[src/rtl/ram_arb_pkg.sv]
// ram_arb_pkg: shared constants and FSM encoding for the two-requester
// register-file arbiter.
//   ADDR_W_DEF / DATA_W_DEF : default address / data widths
//   NUM_REQ                 : requester count (fixed at 2)
//   state_e                 : IDLE / ACCESS state encoding
package ram_arb_pkg;
  localparam int ADDR_W_DEF = 5;
  localparam int DATA_W_DEF = 8;
  localparam int NUM_REQ    = 2;

  typedef enum logic {
    IDLE   = 1'b0,
    ACCESS = 1'b1
  } state_e;
endpackage

[src/rtl/ram_arbiter_if.sv]
// ram_arbiter_if: requester-side bus of ram_arbiter.
//   req_valid/req_we [NUM_REQ]           : request and write enable per requester
//   req_addr/req_wdata [NUM_REQ][W]      : per-requester address / write data
//   req_ready [NUM_REQ]                  : accept, one-hot or zero
//   rsp_valid [NUM_REQ], rsp_rdata [DATA_W] : completion pulse and data
// master = requester side, slave = arbiter side.
interface ram_arbiter_if
  import ram_arb_pkg::*;
#(
  parameter int ADDR_W = ADDR_W_DEF,
  parameter int DATA_W = DATA_W_DEF
) ();
  logic [NUM_REQ-1:0]             req_valid;
  logic [NUM_REQ-1:0]             req_we;
  logic [NUM_REQ-1:0][ADDR_W-1:0] req_addr;
  logic [NUM_REQ-1:0][DATA_W-1:0] req_wdata;
  logic [NUM_REQ-1:0]             req_ready;
  logic [NUM_REQ-1:0]             rsp_valid;
  logic [DATA_W-1:0]              rsp_rdata;

  modport master (
    output req_valid, req_we, req_addr, req_wdata,
    input  req_ready, rsp_valid, rsp_rdata
  );

  modport slave (
    input  req_valid, req_we, req_addr, req_wdata,
    output req_ready, rsp_valid, rsp_rdata
  );
endinterface

[src/rtl/rr_arb2.sv]
// rr_arb2: two-way grant logic.
//   clk, rst : clock, synchronous active-low reset
//   req[2]   : request bits
//   en       : arbitration allowed this cycle (arbiter idle, not in reset)
//   gnt[2]   : combinational one-hot grant, zero when !en or no request
// Build option RAM_ARB_RR_EN: defined -> round-robin (last winner loses
// ties); undefined -> fixed priority, requester 0 wins ties.
module rr_arb2 (
  input  logic       clk,
  input  logic       rst,
  input  logic [1:0] req,
  input  logic       en,
  output logic [1:0] gnt
);
`ifdef RAM_ARB_RR_EN
  localparam bit RR_EN = 1'b1;
`else
  localparam bit RR_EN = 1'b0;
`endif

  // last granted requester; reset to 1 so requester 0 wins the first tie
  logic last;
  logic fav1;

  assign fav1 = RR_EN & ~last;

  always_comb begin
    gnt = 2'b00;
    if (en) begin
      if (&req) gnt = fav1 ? 2'b10 : 2'b01;
      else      gnt = req;
    end
  end

  always_ff @(posedge clk) begin
    if (!rst)            last <= 1'b1;
    else if (en && |req) last <= gnt[1];
  end
endmodule

[src/rtl/ram_arbiter.sv]
// ram_arbiter: shares one register file between two requesters.
// Each transaction takes two cycles: handshake in IDLE, one ACCESS cycle
// driving the register file, completion pulse in the following cycle
// (which may itself carry the next handshake).
//   clk, rst   : clock, synchronous active-low reset
//   bus        : ram_arbiter_if.slave (requests / ready / responses)
//   ram_we     : register-file write strobe
//   ram_addr   : register-file address
//   ram_din    : register-file write data
//   ram_dout   : register-file read data, combinational from ram_addr
// Build option RAM_ARB_RR_EN selects round-robin arbitration (see rr_arb2).
module ram_arbiter
  import ram_arb_pkg::*;
#(
  parameter int ADDR_W = ADDR_W_DEF,
  parameter int DATA_W = DATA_W_DEF
) (
  input  logic              clk,
  input  logic              rst,
  ram_arbiter_if.slave      bus,
  output logic              ram_we,
  output logic [ADDR_W-1:0] ram_addr,
  output logic [DATA_W-1:0] ram_din,
  input  logic [DATA_W-1:0] ram_dout
);
  state_e             state;
  logic               id_q;
  logic               we_q;
  logic [NUM_REQ-1:0] rsp_vld_q;
  logic [DATA_W-1:0]  rsp_data_q;
  logic [NUM_REQ-1:0] gnt;
  logic               idle;
  logic               hs;
  logic               win;

  assign idle = (state == IDLE) && rst;

  rr_arb2 u_arb (
    .clk (clk),
    .rst (rst),
    .req (bus.req_valid),
    .en  (idle),
    .gnt (gnt)
  );

  assign bus.req_ready = gnt;
  assign hs            = |(bus.req_valid & gnt);
  assign win           = gnt[1];

  // Gating with rst kills a write whose ACCESS cycle coincides with reset,
  // so an aborted transaction never reaches the register file.
  assign ram_we        = we_q & rst;
  assign bus.rsp_valid = rsp_vld_q;
  assign bus.rsp_rdata = rsp_data_q;

  always_ff @(posedge clk) begin
    if (!rst) begin
      state      <= IDLE;
      id_q       <= 1'b0;
      we_q       <= 1'b0;
      ram_addr   <= '0;
      ram_din    <= '0;
      rsp_vld_q  <= '0;
      rsp_data_q <= '0;
    end else begin
      rsp_vld_q <= '0;
      case (state)
        IDLE: begin
          if (hs) begin
            state    <= ACCESS;
            id_q     <= win;
            we_q     <= bus.req_we[win];
            ram_addr <= bus.req_addr[win];
            ram_din  <= bus.req_wdata[win];
          end
        end
        ACCESS: begin
          state           <= IDLE;
          we_q            <= 1'b0;
          rsp_vld_q[id_q] <= 1'b1;
          rsp_data_q      <= we_q ? ram_din : ram_dout;
        end
        default: state <= IDLE;
      endcase
    end
  end
endmodule

[src/flat_wrapper.sv]
// flat-port wrapper written by rule: the top's interface ports become plain ports
module ram_arbiter_flat import ram_arb_pkg::*;
#(
  parameter int ADDR_W = ADDR_W_DEF,
  parameter int DATA_W = DATA_W_DEF
)
  (clk, rst, ram_we, ram_addr, ram_din, ram_dout, bus_req_valid, bus_req_we, bus_req_addr, bus_req_wdata, bus_req_ready, bus_rsp_valid, bus_rsp_rdata);
  ram_arbiter_if #(.ADDR_W(ADDR_W), .DATA_W(DATA_W)) bus_i ();
  input  logic clk;
  input  logic rst;
  output logic ram_we;
  output logic [ADDR_W-1:0] ram_addr;
  output logic [DATA_W-1:0] ram_din;
  input  logic [DATA_W-1:0] ram_dout;
  input wire logic [$bits(bus_i.req_valid)-1:0] bus_req_valid;
  input wire logic [$bits(bus_i.req_we)-1:0] bus_req_we;
  input wire logic [$bits(bus_i.req_addr)-1:0] bus_req_addr;
  input wire logic [$bits(bus_i.req_wdata)-1:0] bus_req_wdata;
  output wire logic [$bits(bus_i.req_ready)-1:0] bus_req_ready;
  output wire logic [$bits(bus_i.rsp_valid)-1:0] bus_rsp_valid;
  output wire logic [$bits(bus_i.rsp_rdata)-1:0] bus_rsp_rdata;
  assign bus_i.req_valid = bus_req_valid;
  assign bus_i.req_we = bus_req_we;
  assign bus_i.req_addr = bus_req_addr;
  assign bus_i.req_wdata = bus_req_wdata;
  assign bus_req_ready = bus_i.req_ready;
  assign bus_rsp_valid = bus_i.rsp_valid;
  assign bus_rsp_rdata = bus_i.rsp_rdata;
  ram_arbiter #(.ADDR_W(ADDR_W), .DATA_W(DATA_W)) u_core (.clk(clk), .rst(rst), .bus(bus_i), .ram_we(ram_we), .ram_addr(ram_addr), .ram_din(ram_din), .ram_dout(ram_dout));
endmodule
[config.mk]
export PLATFORM = sky130hd
export DESIGN_NAME = ram_arbiter_flat
export DESIGN_NICKNAME = d
export VERILOG_FILES = /design/src/rtl/ram_arb_pkg.sv /design/src/rtl/ram_arbiter_if.sv /design/src/rtl/rr_arb2.sv /design/src/rtl/ram_arbiter.sv /design/src/flat_wrapper.sv
export SDC_FILE = /design/constraint.sdc
export NUM_CORES = 1
export LEC_CHECK = 0
export CAP_MARGIN = 20
export CORE_ASPECT_RATIO = 0.75
export CORE_MARGIN = 2
export CORE_UTILIZATION = 23
export CTS_BUF_LIST = sky130_fd_sc_hd__clkbuf_4 sky130_fd_sc_hd__clkbuf_8 sky130_fd_sc_hd__clkbuf_16
export CTS_CLUSTER_DIAMETER = 150
export CTS_CLUSTER_SIZE = 10
export DETAILED_ROUTE_END_ITERATION = 7
export SLEW_MARGIN = 0
export SYNTH_ARGS = -nofsm -noshare
export SYNTH_HDL_FRONTEND = slang
export SYNTH_HIERARCHICAL = 1
export SYNTH_SLANG_ARGS = --single-unit
[constraint.sdc]
create_clock -name clk -period 1.9 [get_ports clk]
set_input_delay 0.475 -clock clk [delete_from_list [all_inputs] [get_ports clk]]
set_output_delay 0.475 -clock clk [all_outputs]
set_load 0.02 [all_outputs]
==> reports/summary.txt, run 1 <==
vias in the first global route: 1155
Inserted Clock Buffers: 3
final count of negative-setup-slack endpoints: 0
Post-Syn Area: 0.001301 mm2
Clock Skew: 4.194 ps
clock slew at reported path FFs: 80 ps
port bufs: 65
register-to-register setup slack: 280 ps
Mapped Nets: 171
largest net degree at the start of global routing: 33
number of fill cells: 584
min setup slack post-route: 94.60 ps
Final #Nets: 245
Worst-Skew Late Latency: 260 ps
leading area contributor after synthesis: dfxtp_1
Die X: 90.86 um
drt first pass iters: 4
Seq/Total Area, Yosys: 0.4000
initial antenna violation count: 0
CP max-delay cell: clkdlybuf4s50_1
clk sink count: 26
core area: 0.005410 mm2
number of synthesized flops with an enable pin: 0
WS Path Type: in2reg
GRT overflow: 0
Main synth FF type: dfxtp_1
H-tree levels: 1
Static Leakage: 0.0008731 uW
die area: 0.006282 mm2
Worst-Margin Slew: 333.6 ps
DRT antenna net count: 0
Final min period: 1805 ps
final hold violations: 0
P&R area growth vs syn: 64.23%
switching share of total power: 0.2510
RSZ-0062 raised after global routing: false
max-slew violations: 0
Synth async-reset ratio: 0
status: complete, no violations
pre-CTS WS: -472.1 ps
n_diodes: 0
hold_buf cts: 0
Yosys cell types: 21
synth top area cells: dfxtp_1 40%, mux2_2 11%, mux2i_1 7.7%, o211ai_1 7.5%, nand2_1 6.9%
Routed WL: 3471 um
pwr/cell area: 560.7 mW/mm2
Via density: 4.295
Vias: 1194
CP cell instances: clkdlybuf4s50_1, and3b_1, buf_6, a22oi_4, or2_4, buf_12, o21ai_2
Syn Area/Cell: 9.933 um2
Initial Utilization: 0.2405
Final HPWL DP: 2457 um
Post-synth top cells: 26 x dfxtp_1, 24 x nand2_1, 13 x mux2_2, 13 x o211ai_1
Global Route Usage Sum: 0.1127
Core Rows: 23
YS warnings: 6
global-route wire length before repair: 5658 um
hold_ws: 446.6 ps
Die Span Y: 69.14 um
CP Capture Type: register
#FFs+latches synth: 26
1st-iter DRT viols: 23
Logic pwr share: 0.265
startpoint types: input pin
path type of the worst min-delay path: reg2reg
clock share of power: 0.247
max_cap viols: 0
FMAX: 553.9 MHz
CTS root buf: clkbuf_8
count leader, synth: dfxtp_1
share of cells above drive strength 1: 0.2365
CTS tree: done
DRC errors left: 0
worst vdd ir: 0.2426 mV
CP Max Fanout: 16
Final Cycle Share: 0.9502
Slew HR: 0.7776
routability cong.: 0.6789
Max stage delay on crit path: 430 ps
final core occ: 0.3950
CP required: 2100 ps
WL per Instance: 12.49 um
share of the synthesized area in the top cell type: 0.4000
Pint: 897.5 uW
Crit path arrival time: 2010 ps
Cells after Synth: 131
sequential share of power: 0.488
Clock Tree Buf Depth: 2
Sw Pwr: 300.7 uW
Setup TNS: 0 ps
IO Count: 66
[cells in the final DEF (no fill, tap or decap), types with 2 or more instances in the layout]
cell type        count
o21ai_2             10
mux2_2              13
o211a_1              8
clkdlybuf4s50_1     61
nor2_1               3
dfxtp_1             26
o21ai_0              3
mux2i_1             10
buf_2                2
o211ai_1            13
buf_4               15
clkbuf_8             3
nand2_1             24
[worst max-delay path, delay by kind of cell]
kind | cells | cell delay (ps)
and+or+nand+nor | 2 | 540
AOI/OAI and AO/OA | 2 | 190
buffers and inverters | 3 | 800
[layer usage]
metal  part of all wire  track usage  routed length (um)
met1               0.48       0.1397                1652
met2               0.42       0.1808                1468
met3              0.096      0.05355                 334
met4             0.0046      0.02020                  16
met5                  0            0                   0
[flip-flops by register name, indices dropped and copies added (netlist names)]
| register | count |
|---|---|
| u_core/ram_din | 8 |
| u_core/ram_addr | 5 |
| u_core/we_q | 1 |
| u_core/bus.rsp_rdata | 8 |
| u_core/bus.rsp_valid | 2 |
| u_core/id_q | 1 |
| u_core/state | 1 |
[through the flow]
| step | cells | power [uW] | area [um2] |
|---|---|---|---|
| after global routing | 278 | 1267 | 2137 |
| after detailed placement | 271 | 908.9 | 2063 |
| after CTS | 274 | 1213 | 2095 |
| after floorplan | 131 | 744.1 | 1301 |
| after global placement | 271 | 907.9 | 2063 |
| final | 278 | 1198 | 2137 |
[layout make-up]
type | instances | area (um2) | area share
multi-input cells | 92 | 704.4 | 0.3296
flip-flops and latches | 26 | 520.5 | 0.2436
repair buffers | 81 | 773.2 | 0.3618
well taps | 75 | 93.84 | 0.04391
clock buffers | 3 | 41.29 | 0.01932
inverters | 1 | 3.754 | 0.001756
[cells by family after synthesis]
kind of cell	count (synthesis)	share of synthesized area
AO/OA/AOI/OAI	35	0.2317
AND/OR/NAND/NOR	33	0.1116
flip-flops	26	0.4000
multiplexers	24	0.1981
buffers and inverters	13	0.05865
[worst paths after layout]
| path | startpoint | end | cells after the start |
|---|---|---|---|
| max | bus_req_valid[0] | u_core/ram_addr[2] | 7 |
| min | u_core/id_q | u_core/bus.rsp_valid[0] | 1 |
| max reg2reg | u_core/state | u_core/ram_addr[2] | 8 |
| min reg2reg | u_core/id_q | u_core/bus.rsp_valid[0] | 1 |
[repair_timing]
action | CTS | global route
setup endpoints to repair | 18 | 3
resized for setup | 15 | 0
buffers inserted | 0 | 4
pin swaps | 0 | 0
[power by group through the flow]
stage	Combinational (uW)	Clock, uW	Sequential, uW
after floorplan	120	0	624
after global placement	311	0	597
after detailed placement	311	0	598
after CTS	311	317	585
after global routing	344	334	589
final	318	296	585
Note: power is estimated with default switching activity, not from simulation.
==> run 2, diff against run 1 <==
--- a/config.mk
+++ b/config.mk
@@ -5,14 +5,16 @@
 export SDC_FILE = /design/constraint.sdc
 export NUM_CORES = 1
 export LEC_CHECK = 0
+export ABC_AREA = 1
 export CAP_MARGIN = 20
 export CORE_ASPECT_RATIO = 0.75
 export CORE_MARGIN = 2
-export CORE_UTILIZATION = 23
+export CORE_UTILIZATION = 38
 export CTS_BUF_LIST = sky130_fd_sc_hd__clkbuf_4 sky130_fd_sc_hd__clkbuf_8 sky130_fd_sc_hd__clkbuf_16
 export CTS_CLUSTER_DIAMETER = 150
 export CTS_CLUSTER_SIZE = 10
 export DETAILED_ROUTE_END_ITERATION = 7
+export PLACE_DENSITY = 0.78
 export SLEW_MARGIN = 0
 export SYNTH_ARGS = -nofsm -noshare
 export SYNTH_HDL_FRONTEND = slang
==> reports/summary.txt, run 2 <==
status: complete, no violations
non-filler cells, final: 307 (+10%)
Reg-to-Reg End: u_core/we_q
Seq/Total Area, Yosys: 0.4115 (+0.01147)
Final Cell Area: 0.002006 mm2 (-6.1%)
DRC errors left: 0 (unchanged)
Syn Area/Cell: 6.293 um2 (-37%)
Slew HR: 0.7801 (+0.002455)
Reg2Reg Depth: 11 (+3)
Yosys cell types: 15 (-29%)
P&R area growth vs syn: 58.56%
number of fill cells: 311 (-47%)
CTS root buf: clkbuf_8
Via density: 4.476 (+4.2%)
pwr/cell area: 603.1 mW/mm2 (+7.6%)
Worst-Margin Slew: 329.1 ps (-4.479 ps)
GRT overflow: 0 (unchanged)
routability cong.: 0.8644 (+27%)
CTS tree: done
worst hold endpoint: u_core/bus.rsp_valid[0]
max_cap viols: 0 (unchanged)
reg2reg start: u_core/state
DRT antenna net count: 0 (unchanged)
Initial Utilization: 0.3900 (+0.1495)
Cells after Synth: 201 (+53%)
largest net degree at the start of global routing: 27 (-18%)
H-tree levels: 1 (unchanged)
leading area contributor after synthesis: dfxtp_1
die area: 0.003811 mm2 (-39%)
Core Rows: 18 (-22%)
Clock Tree Buf Depth: 2 (unchanged)
most frequent cells in the layout: 93 x nand2_1, 61 x clkdlybuf4s50_1, 28 x nor2_1
Main synth FF type: dfxtp_1
global-route wire length before repair: 5030 um (-11%)
share of cells above drive strength 1: 0.07491 (-0.1615)
max-slew violations: 0 (unchanged)
Final HPWL DP: 2371 um (-3.5%)
vias in the first global route: 1218 (+5.5%)
final count of negative-setup-slack endpoints: 0 (unchanged)
Worst-Skew Late Latency: 270 ps (about the same)
Clock Skew: 3.382 ps (-0.8118 ps)
Vias: 1374 (+15%)
Post-Syn Area: 0.001265 mm2 (-2.8%)
total chip power: 1210 uW (+0.96%)
path type of the worst min-delay path: reg2reg
WL per Instance: 10.28 um (-18%)
clk sink count: 26 (unchanged)
CP Max Fanout: 3 (-13)
Final Cycle Share: 0.9426 (-0.007615)
Die Span Y: 53.97 um (-22%)
Mapped Nets: 241 (+41%)
YS warnings: 6 (unchanged)
count leader, synth: nand2_1
register-to-register setup slack: 430 ps (+150 ps)
drt first pass iters: 4 (unchanged)
port bufs: 65 (unchanged)
Inserted Clock Buffers: 3 (unchanged)
Hold Path Depth: 1 (unchanged)
Static Leakage: 0.001011 uW (+16%)
initial antenna violation count: 0 (unchanged)
CP required: 1420 ps (-680 ps)
1st-iter DRT viols: 49 (+110%)
IO Count: 66 (unchanged)
final hold violations: 0 (unchanged)
Final #Nets: 309 (+26%)
hold_buf cts: 0 (unchanged)
most common cell after layout, fill and taps aside: nand2_1
Routed WL: 3155 um (-9.1%)
share of the synthesized area in the top cell type: 0.4115 (+0.01147)
clock slew at reported path FFs: 80 ps (about the same)
post-place instance area: 0.001953 mm2 (-5.3%)
Die X: 70.62 um (-22%)
WS Path Type: in2out
Placed Cells: 304 (+12%)
Global Route Usage Sum: 0.1691 (+0.05638)
Setup TNS: 0 ps (unchanged)
#FFs+latches synth: 26 (unchanged)
Crit path arrival time: 1320 ps (-690 ps)
Synth async-reset ratio: 0 (unchanged)
RSZ-0062 raised after global routing: false
startpoint types: input pin
synth top area cells: dfxtp_1 41%, nand2_1 28%, nor2_1 8.3%, inv_1 5.6%, o21ai_0 3.6%
CP Capture Type: output pin
worst vdd ir: 0.4592 mV (+89%)
FMAX: 558.4 MHz (+0.81%)
core area: 0.003243 mm2 (-40%)
Final min period: 1791 ps (-14.47 ps)
number of synthesized flops with an enable pin: 0 (unchanged)
n_diodes: 0 (unchanged)
hold_sp: u_core/id_q
Post-synth top cells: 93 x nand2_1, 28 x nor2_1, 26 x dfxtp_1
-- run 2: cell count changes after synthesis, moves of 8 or more --
cell	before	now
nand2_1	24	93
nor2_1	3	28
inv_1	1	19
mux2_2	13	0
o211ai_1	13	0
mux2i_1	10	0
o21ai_2	10	0
a21oi_1	0	8
o211a_1	8	0
-- run 2: critical path: stages --
cell and delay, ps:
clkdlybuf4s50_1 540, nand2_1 70, inv_1 70, buf_2 160
-- run 2: area by class of cell --
type,count,area (um2),share of cell area
sequential,26,520.5,0.2595
inverter,21,78.83,0.03930
multi-input combinational,145,614.3,0.3063
tap,40,50.05,0.02495
timing repair buffer,72,700.7,0.3493
clock buffer,3,41.29,0.02059
-- run 2: per-layer routing --
layer | GRT usage | routed length, um | up-vias | share of wire
met3 | 0.06554 | 266 | 4 | 0.084
met1 | 0.1880 | 1475 | 601 | 0.47
li1 | - | - | 729 | -
met2 | 0.3050 | 1377 | 40 | 0.44
met5 | 0 | 0 | - | 0
met4 | 0.05660 | 36 | 0 | 0.011
-- run 2: logic make-up after synthesis --
logic type / after synthesis / synth area share
buf+inv: 30 / 0.1138
compound gates: 18 / 0.07121
flops: 26 / 0.4115
simple gates: 127 / 0.4036
-- run 2: stage by stage --
stage	setup WS, ps	hold WS (ps)	util
after floorplan	29.84	392.5	-
after global placement	-439.5	404.6	0.6022
after detailed placement	-470.3	417.3	0.6022
after CTS	-23.72	429.9	0.6111
after global routing	44.18	441.6	0.6184
final	109.1	431.5	0.6184
-- run 2: timing repair --
action                     4_1_cts  5_1_grt
pin swaps                        0        1
cloned                           0        0
setup endpoints to repair        3       18
resized for setup               13        5
setup buffers                    0        0
-- run 2: power breakdown --
group	switching (uW)	leakage, uW	internal (uW)
clock	164	0.0000216	142
sequential	16.2	0.000212	575
combinational	149	0.000777	163
-- run 2: how the worst max path moves through the flow --
| stage | from | cells past startpoint | slack [ps] | endpoint |
|---|---|---|---|---|
| 5_1_grt | bus_req_valid[0] | 4 | 40 | bus_req_ready[0] |
| 3_3_place_gp | rst | 6 | -440 | bus_req_ready[1] |
| 4_1_cts | rst | 6 | -20 | bus_req_ready[1] |
| 2_1_floorplan | rst | 12 | 30 | u_core/ram_addr[0] |
| 6_report | bus_req_valid[0] | 4 | 110 | bus_req_ready[0] |
| 3_5_place_dp | rst | 6 | -470 | bus_req_ready[1] |
==> run 3, diff against run 2 <==
--- a/config.mk
+++ b/config.mk
@@ -14,6 +14,7 @@
 export CTS_CLUSTER_DIAMETER = 150
 export CTS_CLUSTER_SIZE = 10
 export DETAILED_ROUTE_END_ITERATION = 7
+export MAX_ROUTING_LAYER = met4
 export PLACE_DENSITY = 0.78
 export SLEW_MARGIN = 0
 export SYNTH_ARGS = -nofsm -noshare
==> reports/summary.txt, run 3 (synthesis results as in run 2) <==
Via density: 4.466 (-0.22%)
1st-iter DRT viols: 49 (unchanged)
Inserted Clock Buffers: 3 (unchanged)
Worst-Margin Slew: 329.1 ps (+0.0002384 ps)
RSZ-0062 raised after global routing: false
Slew HR: 0.7800 (about the same)
Clock Tree Buf Depth: 2 (unchanged)
status: complete, no violations
vias in the first global route: 1218 (unchanged)
reg2reg start: u_core/state
Die Span Y: 53.97 um (unchanged)
Vias: 1371 (-0.22%)
Final min period: 1791 ps (unchanged)
Crit path arrival time: 1320 ps (about the same)
path type of the worst min-delay path: reg2reg
register-to-register setup slack: 430 ps (about the same)
clock slew at reported path FFs: 80 ps (about the same)
Initial Utilization: 0.3900 (unchanged)
number of fill cells: 311 (unchanged)
Static Leakage: 0.001011 uW (unchanged)
DRC errors left: 0 (unchanged)
pwr/cell area: 603.1 mW/mm2 (about the same)
most common cell after layout, fill and taps aside: nand2_1
global-route wire length before repair: 5030 um (unchanged)
Crit path depth: 4 (unchanged)
hold_sp: u_core/id_q
Clock Skew: 3.373 ps (-0.009380 ps)
Routed WL: 3150 um (-0.16%)
CP max-delay cell: clkdlybuf4s50_1
sequential share of power: 0.489 (about the same)
startpoint types: input pin
Reg2Reg Depth: 11 (unchanged)
multi-input logic area: 614.3 um2 (unchanged)
CTS root buf: clkbuf_8
final hold violations: 0 (unchanged)
CP cell instances: clkdlybuf4s50_1, nand2_1, inv_1, buf_2
Sw Pwr: 329.1 uW (about the same)
CP required: 1420 ps (about the same)
CTS tree: done
Global Route Usage Sum: 0.1742 (+0.005134)
FF+latch area: 520.5 um2 (unchanged)
Setup TNS: 0 ps (unchanged)
max-slew violations: 0 (unchanged)
GRT overflow: 0 (unchanged)
worst vdd ir: 0.4592 mV (about the same)
Setup Buffers After CTS: 0 (unchanged)
share of cells above drive strength 1: 0.07491 (unchanged)
Final Cycle Share: 0.9426 (unchanged)
CP Capture Type: output pin
P&R area growth vs syn: 58.56% (unchanged)
CP bufs+invs: 3 (unchanged)
DRT antenna net count: 0 (unchanged)
Max stage delay on crit path: 540 ps (about the same)
FMAX: 558.4 MHz (unchanged)
largest net degree at the start of global routing: 27 (unchanged)
post-place instance area: 0.001953 mm2 (unchanged)
most frequent cells in the layout: 93 x nand2_1, 61 x clkdlybuf4s50_1, 28 x nor2_1
total chip power: 1210 uW (about the same)
initial antenna violation count: 0 (unchanged)
core area: 0.003243 mm2 (unchanged)
Worst Setup SP: bus_req_valid[0]
Reg-to-Reg End: u_core/we_q
IO Count: 66 (unchanged)
Logic pwr share: 0.258 (about the same)
die area: 0.003811 mm2 (unchanged)
port bufs: 65 (unchanged)
hold_buf cts: 0 (unchanged)
clock share of power: 0.253 (about the same)
Worst-Skew Late Latency: 270 ps (about the same)
WS Path Type: in2out
final core occ: 0.6184 (unchanged)
switching share of total power: 0.2721 (about the same)
hold_ws: 431.5 ps (unchanged)
Core Rows: 18 (unchanged)
clk sink count: 26 (unchanged)
Final Cell Area: 0.002006 mm2 (unchanged)
n_diodes: 0 (unchanged)
Die X: 70.62 um (unchanged)
Final HPWL DP: 2371 um (unchanged)
drt first pass iters: 4 (unchanged)
H-tree levels: 1 (unchanged)
worst setup path endpoint: bus_req_ready[0]
final count of negative-setup-slack endpoints: 0 (unchanged)
routability cong.: 0.8784 (+1.6%)
Final #Nets: 309 (unchanged)
WL per Instance: 10.26 um (-0.16%)
Crit path max-delay family: buffers and inverters
Pint: 880.5 uW (about the same)
CP Max Fanout: 3 (unchanged)
max_cap viols: 0 (unchanged)
run 3: cell counts in the layout (fill, tap and decap cells not counted):
Identical to the previous run, type by type.
run 3: how the worst min path moves through the flow:
stage	end	slack, ps	depth (start not counted)
final	u_core/bus.rsp_valid[0]	430	1
after global routing	u_core/bus.rsp_valid[0]	440	1
after CTS	u_core/bus.rsp_valid[0]	430	1
after detailed placement	u_core/bus.rsp_valid[0]	420	1
after global placement	u_core/bus.rsp_valid[0]	400	1
after floorplan	u_core/bus.rsp_valid[0]	390	1
run 3: power groups by stage:
stage	combinational [uW]	clock (uW)	sequential, uW
final	312	306	591
after CTS	311	324	591
after floorplan	118	0	635
after global routing	343	335	594
after global placement	310	0	603
after detailed placement	311	0	603
run 3: metrics by stage:
| stage | setup slack (ps) | cells |
|---|---|---|
| floorplan | 29.84 | 201 |
| global placement | -439.5 | 304 |
| detailed placement | -470.3 | 304 |
| CTS | -23.72 | 307 |
| global route | 44.18 | 307 |
| finish | 109.1 | 307 |
run 3: cell type report:
| cell class | count | share of cell area |
|---|---|---|
| well taps | 40 | 0.02495 |
| multi-input cells | 145 | 0.3063 |
| repair buffers | 72 | 0.3493 |
| flip-flops and latches | 26 | 0.2595 |
| clock buffers | 3 | 0.02059 |
| inverters | 21 | 0.03930 |
run 3: what timing repair did:
| action | in CTS | in global routing |
|---|---|---|
| cloned | 0 | 0 |
| setup endpoints to repair | 3 | 18 |
| resized for setup | 13 | 5 |
| pin swaps | 0 | 1 |
run 3: metal layers:
layer  GRT usage  part of all wire
met2      0.3050              0.44
met4     0.05660             0.011
met1      0.1925              0.48
met3     0.05805             0.076
met5           -                 0
run 3: worst register-to-register path, cell delays in order (launching register included):
cell and delay (ps):
dfxtp_1 360, nor2_4 140, nand2_1 90, nor2_4 130, buf_6 180, nand2_4 60, nand2_4 80, buf_4 120
nand2_1 60, inv_1 80, nand2_1 50, o21ai_1 60
